--- config.mk ---
export PLATFORM = sky130hd
export DESIGN_NAME = load_store_buffer
export DESIGN_NICKNAME = d
export VERILOG_FILES = /design/src/rtl/load_store_buffer.sv
export SDC_FILE = /design/constraint.sdc
export NUM_CORES = 2
export LEC_CHECK = 0
export ABC_AREA = 1
export CAP_MARGIN = 20
export CORE_UTILIZATION = 35
export DETAILED_ROUTE_END_ITERATION = 10
export PLACE_DENSITY_LB_ADDON = 0.08
export SKIP_LAST_GASP = 1
export SYNTH_ARGS = -nofsm -noshare
export SYNTH_HDL_FRONTEND = slang
export SYNTH_SLANG_ARGS = --single-unit
--- constraint.sdc ---
create_clock -name clk -period 11.3 [get_ports clk]
set_clock_uncertainty 0.2 [all_clocks]
set_input_delay 2.26 -clock clk [delete_from_list [all_inputs] [get_ports clk]]
set_output_delay 2.26 -clock clk [all_outputs]
set_load 0.02 [all_outputs]
--- src/rtl/load_store_buffer.sv ---
// load_store_buffer: in-order load/store queue with CDB snooping, commit tracking and rollback.
// Rev 1.0 -- single outstanding memory access, issued strictly from the head.
`default_nettype none

module load_store_buffer #(
  parameter int LSB_CAPACITY = 8,
  parameter int TAG_W        = 4
) (
  input  logic             clk,
  input  logic             rst,
  input  logic             rollback_in,
  output logic             full_out,
  input  logic             dec_issue_in,
  input  logic             dec_is_store_in,
  input  logic [2:0]       dec_funct3_in,
  input  logic [TAG_W-1:0] dec_Qj_in,
  input  logic [TAG_W-1:0] dec_Qk_in,
  input  logic [31:0]      dec_Vj_in,
  input  logic [31:0]      dec_Vk_in,
  input  logic [31:0]      dec_imm_in,
  input  logic [TAG_W-1:0] dec_dest_tag_in,
  input  logic             alu_broadcast_signal_in,
  input  logic [31:0]      alu_result_in,
  input  logic [TAG_W-1:0] alu_dest_tag_in,
  input  logic             rob_broadcast_signal_in,
  input  logic [31:0]      rob_result_in,
  input  logic [TAG_W-1:0] rob_dest_tag_in,
  input  logic             commit_lsb_signal_in,
  input  logic [TAG_W-1:0] commit_tag_in,
  output logic             mem_req_out,
  output logic             mem_we_out,
  output logic [31:0]      mem_addr_out,
  output logic [31:0]      mem_data_out,
  output logic [1:0]       mem_size_out,
  input  logic             mem_done_in,
  input  logic [31:0]      mem_data_in,
  output logic             broadcast_signal_out,
  output logic [31:0]      result_out,
  output logic [TAG_W-1:0] dest_tag_out
);

  localparam int PTR_W = $clog2(LSB_CAPACITY);
  localparam int CNT_W = PTR_W + 1;
  localparam logic [CNT_W-1:0] CAP = CNT_W'(LSB_CAPACITY);
  localparam logic [0:0] IDLE     = 1'b0;
  localparam logic [0:0] WAIT_MEM = 1'b1;

  logic [CNT_W-1:0]        head, tail, count, keep_cnt;
  logic [PTR_W-1:0]        head_idx, tail_idx;
  logic [LSB_CAPACITY-1:0] valid, is_store, committed, keep;
  logic [2:0]              funct3 [LSB_CAPACITY];
  logic [TAG_W-1:0]        qj [LSB_CAPACITY];
  logic [TAG_W-1:0]        qk [LSB_CAPACITY];
  logic [TAG_W-1:0]        tag [LSB_CAPACITY];
  logic [31:0]             vj [LSB_CAPACITY];
  logic [31:0]             vk [LSB_CAPACITY];
  logic [31:0]             imm [LSB_CAPACITY];

  logic [0:0]       state, next_state;
  logic             killed, next_killed;
  logic             head_ready, start, done_now, kill_now, pop, push;
  logic [TAG_W-1:0] issue_qj, issue_qk;
  logic [31:0]      issue_vj, issue_vk, load_ext;
  logic [2:0]       req_funct3, nxt_funct3;
  logic [TAG_W-1:0] req_tag, nxt_req_tag, nxt_tag;
  logic             nxt_req, nxt_we, nxt_bcast;
  logic [31:0]      nxt_addr, nxt_data, nxt_result;
  logic [1:0]       nxt_size;

  function automatic logic [CNT_W-1:0] ptr_inc(input logic [CNT_W-1:0] p);
    return (p == CAP - 1'b1) ? '0 : p + 1'b1;
  endfunction

  assign head_idx = head[PTR_W-1:0];
  assign tail_idx = tail[PTR_W-1:0];
  assign full_out = (count == CAP);

  assign head_ready = valid[head_idx] && (qj[head_idx] == '0) &&
                      (!is_store[head_idx] || ((qk[head_idx] == '0) && committed[head_idx]));
  assign start    = (state == IDLE) && (count != '0) && head_ready && !rollback_in;
  assign done_now = (state == WAIT_MEM) && mem_done_in;
  // A load whose entry was flushed still has to drain its access, silently.
  assign kill_now = killed || (rollback_in && !mem_we_out);
  assign pop      = done_now && !kill_now;
  assign push     = dec_issue_in && !rollback_in && (!full_out || pop);

  // Issue-time bypass of a broadcast arriving in the same cycle; ALU has priority.
  always_comb begin
    issue_qj = dec_Qj_in;
    issue_vj = dec_Vj_in;
    issue_qk = dec_Qk_in;
    issue_vk = dec_Vk_in;
    if (dec_Qj_in != '0) begin
      if (alu_broadcast_signal_in && alu_dest_tag_in == dec_Qj_in) begin
        issue_qj = '0;
        issue_vj = alu_result_in;
      end else if (rob_broadcast_signal_in && rob_dest_tag_in == dec_Qj_in) begin
        issue_qj = '0;
        issue_vj = rob_result_in;
      end
    end
    if (dec_Qk_in != '0) begin
      if (alu_broadcast_signal_in && alu_dest_tag_in == dec_Qk_in) begin
        issue_qk = '0;
        issue_vk = alu_result_in;
      end else if (rob_broadcast_signal_in && rob_dest_tag_in == dec_Qk_in) begin
        issue_qk = '0;
        issue_vk = rob_result_in;
      end
    end
  end

  // Entries surviving a rollback: the contiguous committed run starting at head.
  always_comb begin
    logic             run;
    logic [PTR_W-1:0] idx;
    keep     = '0;
    keep_cnt = '0;
    run      = 1'b1;
    for (int k = 0; k < LSB_CAPACITY; k++) begin
      idx = head_idx + PTR_W'(k);
      if (run && (CNT_W'(k) < count) && valid[idx] && committed[idx]) begin
        keep[idx] = 1'b1;
        keep_cnt  = keep_cnt + 1'b1;
      end else begin
        run = 1'b0;
      end
    end
  end

  always_ff @(posedge clk) begin
    if (rst) begin
      head      <= '0;
      tail      <= '0;
      count     <= '0;
      valid     <= '0;
      committed <= '0;
    end else begin
      for (int i = 0; i < LSB_CAPACITY; i++) begin
        if (valid[i] && qj[i] != '0) begin
          if (alu_broadcast_signal_in && alu_dest_tag_in == qj[i]) begin
            qj[i] <= '0;
            vj[i] <= alu_result_in;
          end else if (rob_broadcast_signal_in && rob_dest_tag_in == qj[i]) begin
            qj[i] <= '0;
            vj[i] <= rob_result_in;
          end
        end
        if (valid[i] && qk[i] != '0) begin
          if (alu_broadcast_signal_in && alu_dest_tag_in == qk[i]) begin
            qk[i] <= '0;
            vk[i] <= alu_result_in;
          end else if (rob_broadcast_signal_in && rob_dest_tag_in == qk[i]) begin
            qk[i] <= '0;
            vk[i] <= rob_result_in;
          end
        end
        if (commit_lsb_signal_in && !rollback_in && valid[i] && is_store[i] &&
            tag[i] == commit_tag_in)
          committed[i] <= 1'b1;
        if (rollback_in && !keep[i])
          valid[i] <= 1'b0;
      end
      if (pop)
        valid[head_idx] <= 1'b0;
      head <= pop ? ptr_inc(head) : head;
      if (rollback_in) begin
        tail  <= {1'b0, head_idx + keep_cnt[PTR_W-1:0]};
        count <= keep_cnt - CNT_W'(pop);
      end else begin
        tail  <= push ? ptr_inc(tail) : tail;
        count <= count + CNT_W'(push) - CNT_W'(pop);
      end
      if (push) begin
        valid[tail_idx]     <= 1'b1;
        committed[tail_idx] <= 1'b0;
        is_store[tail_idx]  <= dec_is_store_in;
        funct3[tail_idx]    <= dec_funct3_in;
        qj[tail_idx]        <= issue_qj;
        qk[tail_idx]        <= issue_qk;
        vj[tail_idx]        <= issue_vj;
        vk[tail_idx]        <= issue_vk;
        imm[tail_idx]       <= dec_imm_in;
        tag[tail_idx]       <= dec_dest_tag_in;
      end
    end
  end

  always_ff @(posedge clk) begin
    if (rst) begin
      state                <= IDLE;
      killed               <= 1'b0;
      mem_req_out          <= 1'b0;
      mem_we_out           <= 1'b0;
      mem_addr_out         <= '0;
      mem_data_out         <= '0;
      mem_size_out         <= '0;
      broadcast_signal_out <= 1'b0;
      result_out           <= '0;
      dest_tag_out         <= '0;
      req_funct3           <= '0;
      req_tag              <= '0;
    end else begin
      state                <= next_state;
      killed               <= next_killed;
      mem_req_out          <= nxt_req;
      mem_we_out           <= nxt_we;
      mem_addr_out         <= nxt_addr;
      mem_data_out         <= nxt_data;
      mem_size_out         <= nxt_size;
      broadcast_signal_out <= nxt_bcast;
      result_out           <= nxt_result;
      dest_tag_out         <= nxt_tag;
      req_funct3           <= nxt_funct3;
      req_tag              <= nxt_req_tag;
    end
  end

  always_comb begin
    next_state  = state;
    next_killed = killed;
    case (state)
      IDLE:     if (start) next_state = WAIT_MEM;
      WAIT_MEM: if (mem_done_in) next_state = IDLE;
      default:  next_state = IDLE;
    endcase
    if (done_now)
      next_killed = 1'b0;
    else if (state == WAIT_MEM && rollback_in && !mem_we_out)
      next_killed = 1'b1;
  end

  always_comb begin
    case (req_funct3)
      3'b000:  load_ext = {{24{mem_data_in[7]}}, mem_data_in[7:0]};
      3'b001:  load_ext = {{16{mem_data_in[15]}}, mem_data_in[15:0]};
      3'b100:  load_ext = {24'd0, mem_data_in[7:0]};
      3'b101:  load_ext = {16'd0, mem_data_in[15:0]};
      default: load_ext = mem_data_in;
    endcase
  end

  always_comb begin
    nxt_req     = mem_req_out;
    nxt_we      = mem_we_out;
    nxt_addr    = mem_addr_out;
    nxt_data    = mem_data_out;
    nxt_size    = mem_size_out;
    nxt_bcast   = 1'b0;
    nxt_result  = result_out;
    nxt_tag     = dest_tag_out;
    nxt_funct3  = req_funct3;
    nxt_req_tag = req_tag;
    if (start) begin
      nxt_req     = 1'b1;
      nxt_we      = is_store[head_idx];
      nxt_addr    = vj[head_idx] + imm[head_idx];
      nxt_data    = vk[head_idx];
      nxt_size    = funct3[head_idx][1:0];
      nxt_funct3  = funct3[head_idx];
      nxt_req_tag = tag[head_idx];
    end
    if (done_now) begin
      nxt_req = 1'b0;
      if (!mem_we_out && !kill_now) begin
        nxt_bcast  = 1'b1;
        nxt_result = load_ext;
        nxt_tag    = req_tag;
      end
    end
  end

endmodule

`default_nettype wire
==> results.py <==
metrics = {
    "finish": {
        "area.growth.synth_to_final_pct": 16.4,
        "instances_no_fill": 9052,
        "drive_above_1_share_pct": 6.18,
        "finalNetCount": 7053,
    },
    "synth": {
        "synth.distinct_cells": 52,
        "synth_area_sq_um": 57400,
        "post-synth-top-area-cell": "edfxtp_1",
        "synth.avg_cell_area_sq_um": 8.47,
        "syn_inst": 6774,
        "synthesis.nets": 7059,
        "synth_edf_count": 896,
        "async_reset_ff_share_pct": 0,
        "synth_ff_type": "edfxtp_1",
        "yosys-top-cells-area": "edfxtp_1 47%, o21ai_0 10%, nand2_1 9.5%",
        "synth_top_area_share_pct": 46.9,
        "ys_seq_elements": 1039,
        "yosys_warnings": 0,
        "ys_seq_area_share_pct": 51.9,
    },
    "clocking": {
        "cts_setup_buffers": 0,
        "cts_tree": "built",
        "cts-root-buf": "clkbuf_16",
        "numClockSinks": 1039,
        "cts_resized": 0,
        "clk_pin_slew_ps": 60,
        "htreeDepth": 4,
        "holdBufCountCts": 0,
        "insertion_delay_ps": 770,
        "cts_made_buffers": 130,
        "clock_path_buffers": 3,
    },
    "floorplan": {
        "die_h_microns": 407,
        "die_width_microns": 407,
        "coreArea_sq_um": 163000,
        "die_area_sq_um": 165000,
        "initial_core_util_pct": 35.2,
        "pin_count": 334,
        "rows": 148,
    },
    "global_route": {
        "grt_pass1_wl_microns": 337000,
        "grtUsageTotal_pct": 27.8,
        "antenna_found_initial": 9,
        "first_global_vias": 47785,
        "grt_start_max_net_pins": 153,
        "gr-total-overflow": 0,
    },
    "min_path": {
        "hold_path.class": "reg -> reg",
    },
    "drt": {
        "vias": 51495,
        "drc": 0,
        "post_drt_via_cell_ratio": 5.69,
        "drt_iter0_drc": 5887,
        "drt_pass1_iterations": 6,
        "route.met2.wl_microns": 107000,
        "dr_wl_met3_microns": 17800,
        "met1_length_microns": 103000,
        "dr.max_layer_used": "met5",
        "drt_wl_total_microns": 234000,
        "ant_nets": 0,
        "avgRoutedWirePerCell_microns": 25.9,
    },
    "critical_path": {
        "critical_path_class": "reg -> reg",
        "critPathTopFamily": "adder cells",
        "worst_path_most_repeated_cell": "nand2_1",
        "cpMaxStageDelayCell": "dfxtp_4",
        "startpoint_type": "register",
        "cp.arrival_ps": 8430,
        "critPathMaxStageDelay_ps": 800,
        "critPathCaptureType": "register",
        "critPathMaxFanout": 50,
        "crit_buf_inv": 9,
        "required_ps": 11760,
    },
    "placement": {
        "dp_slack_ps": 3350,
        "dp_hpwl_microns": 138000,
        "portBuffers": 333,
        "finalWeightedCongestion": 0.900,
        "numPlacedInstances": 8810,
    },
    "sta": {
        "period_share_pct": 70.5,
        "fin_crit_ps": 7970,
        "hold_viol": 0,
        "relSlewSlack_pct": 25.6,
        "tns_ps": 0,
        "setup_viol": 0,
        "whs_ps": 254,
        "tightest_slew_ps": 1120,
        "maxSlewViolCount": 0,
        "rsz0062_at_grt": "false",
        "setup_slack_ps": 3330,
        "fmax_mhz": 125,
    },
    "power_and_ir_drop": {
        "p_leak_nw": 24.2,
        "vdd_drop_max_uv": 121,
        "power_density_nw_per_um2": 138,
    },
    "run": {
        "maxCapViolations": 0,
    },
    "outcome": {
        "status": "completed",
    },
}
[cell usage after synthesis (all sizes together), types with 37 or more instances]
cell type and instances:
clkbuf 470, clkinv 37, inv 300, a21oi 138
xor2 45, nand2 1465, o22ai 100, nand3 348
ha 54, nor2 689, dfxtp 143, buf 136
xnor2 43, a31oi 139, o21ai 1207, edfxtp 896
o211ai 349
[area by class of cell]
type	count	area, sq um
antenna	1	2.50
clock buffer	181	3620
clock inverter	59	706
fill	16208	96000
inverter	337	1300
multi-input combinational	4792	24200
sequential	1039	29800
tap	2175	2720
timing repair buffer	468	4380
[flip-flops by register name (all words and copies together) (netlist names), 8 cells and up, named ones only]
register      cells
funct3           24
qj               32
mem_addr_out     32
imm             256
tag              32
qk               32
valid             8
result_out       32
is_store          8
vk              256
vj              256
committed         8
mem_data_out     32
[where the power goes]
part / internal (mW) / leakage (nW) / total, mW / switching, mW
Clock: 2.49 / 2.09 / 4.24 / 1.75
Sequential: 4.20 / 9.30 / 4.21 / 0.0113
Combinational: 0.236 / 12.9 / 0.735 / 0.500
[worst reg2reg max path, delay by kind of cell (launching register included)]
| kind | cells | cell delay [ps] |
|---|---|---|
| xor+xnor | 2 | 340 |
| buf+inv | 9 | 1200 |
| flops | 1 | 800 |
| fa+ha+maj | 8 | 2750 |
| compound gates | 2 | 340 |
| simple gates | 18 | 2220 |
[per-layer routing]
metal	vias up	global-route usage, %
li1	23895	-
met1	25082	38.5
met2	2162	44.1
met3	340	4.45
met4	16	9.07
met5	-	0
[final timing paths]
check / from / end / slack, ps / cells past startpoint
setup / recovery: head[1]$_SDFFE_PP0P_ / tail[2]$_SDFFE_PP0P_ / 3330 / 39
hold / removal: head[3]$_SDFFE_PP0P_ / head[3]$_SDFFE_PP0P_ / 250 / 1
setup reg to reg: head[1]$_SDFFE_PP0P_ / tail[2]$_SDFFE_PP0P_ / 3330 / 39
hold reg to reg: head[3]$_SDFFE_PP0P_ / head[3]$_SDFFE_PP0P_ / 250 / 1
[through the flow]
stage               utilization [%]  area, sq um  power [mW]
floorplan                         -        57400        4.68
global placement               38.3        62400        5.01
detailed placement             38.3        62400        5.02
CTS                            41.0        66700        9.26
global route                   41.0        66800        9.48
finish                         41.0        66800        9.19
[logic make-up (layout without fill, tap and decap cells)]
family,count (synthesis),in the layout,synth area share (%)
buffers and inverters,943,1045,6.37
AND/OR/NAND/NOR,2580,2580,18.2
AO/OA/AOI/OAI,2066,2066,20.9
multiplexers,1,1,0.0175
flip-flops,1039,1039,51.9
adder cells (fa/ha/maj),57,57,1.28
XOR/XNOR,88,88,1.34
other,0,1,0
[layout by cell type (no fill, tap or decap), types with 139 or more instances in the layout]
| cell | instances |
|---|---|
| a31oi_1 | 139 |
| nand2_1 | 1450 |
| nor2_1 | 682 |
| o211ai_1 | 349 |
| o21ai_0 | 1203 |
| inv_1 | 278 |
| edfxtp_1 | 896 |
| nand3_1 | 335 |
| clkdlybuf4s50_1 | 332 |
No activity file was read; power rests on OpenSTA's default activity.
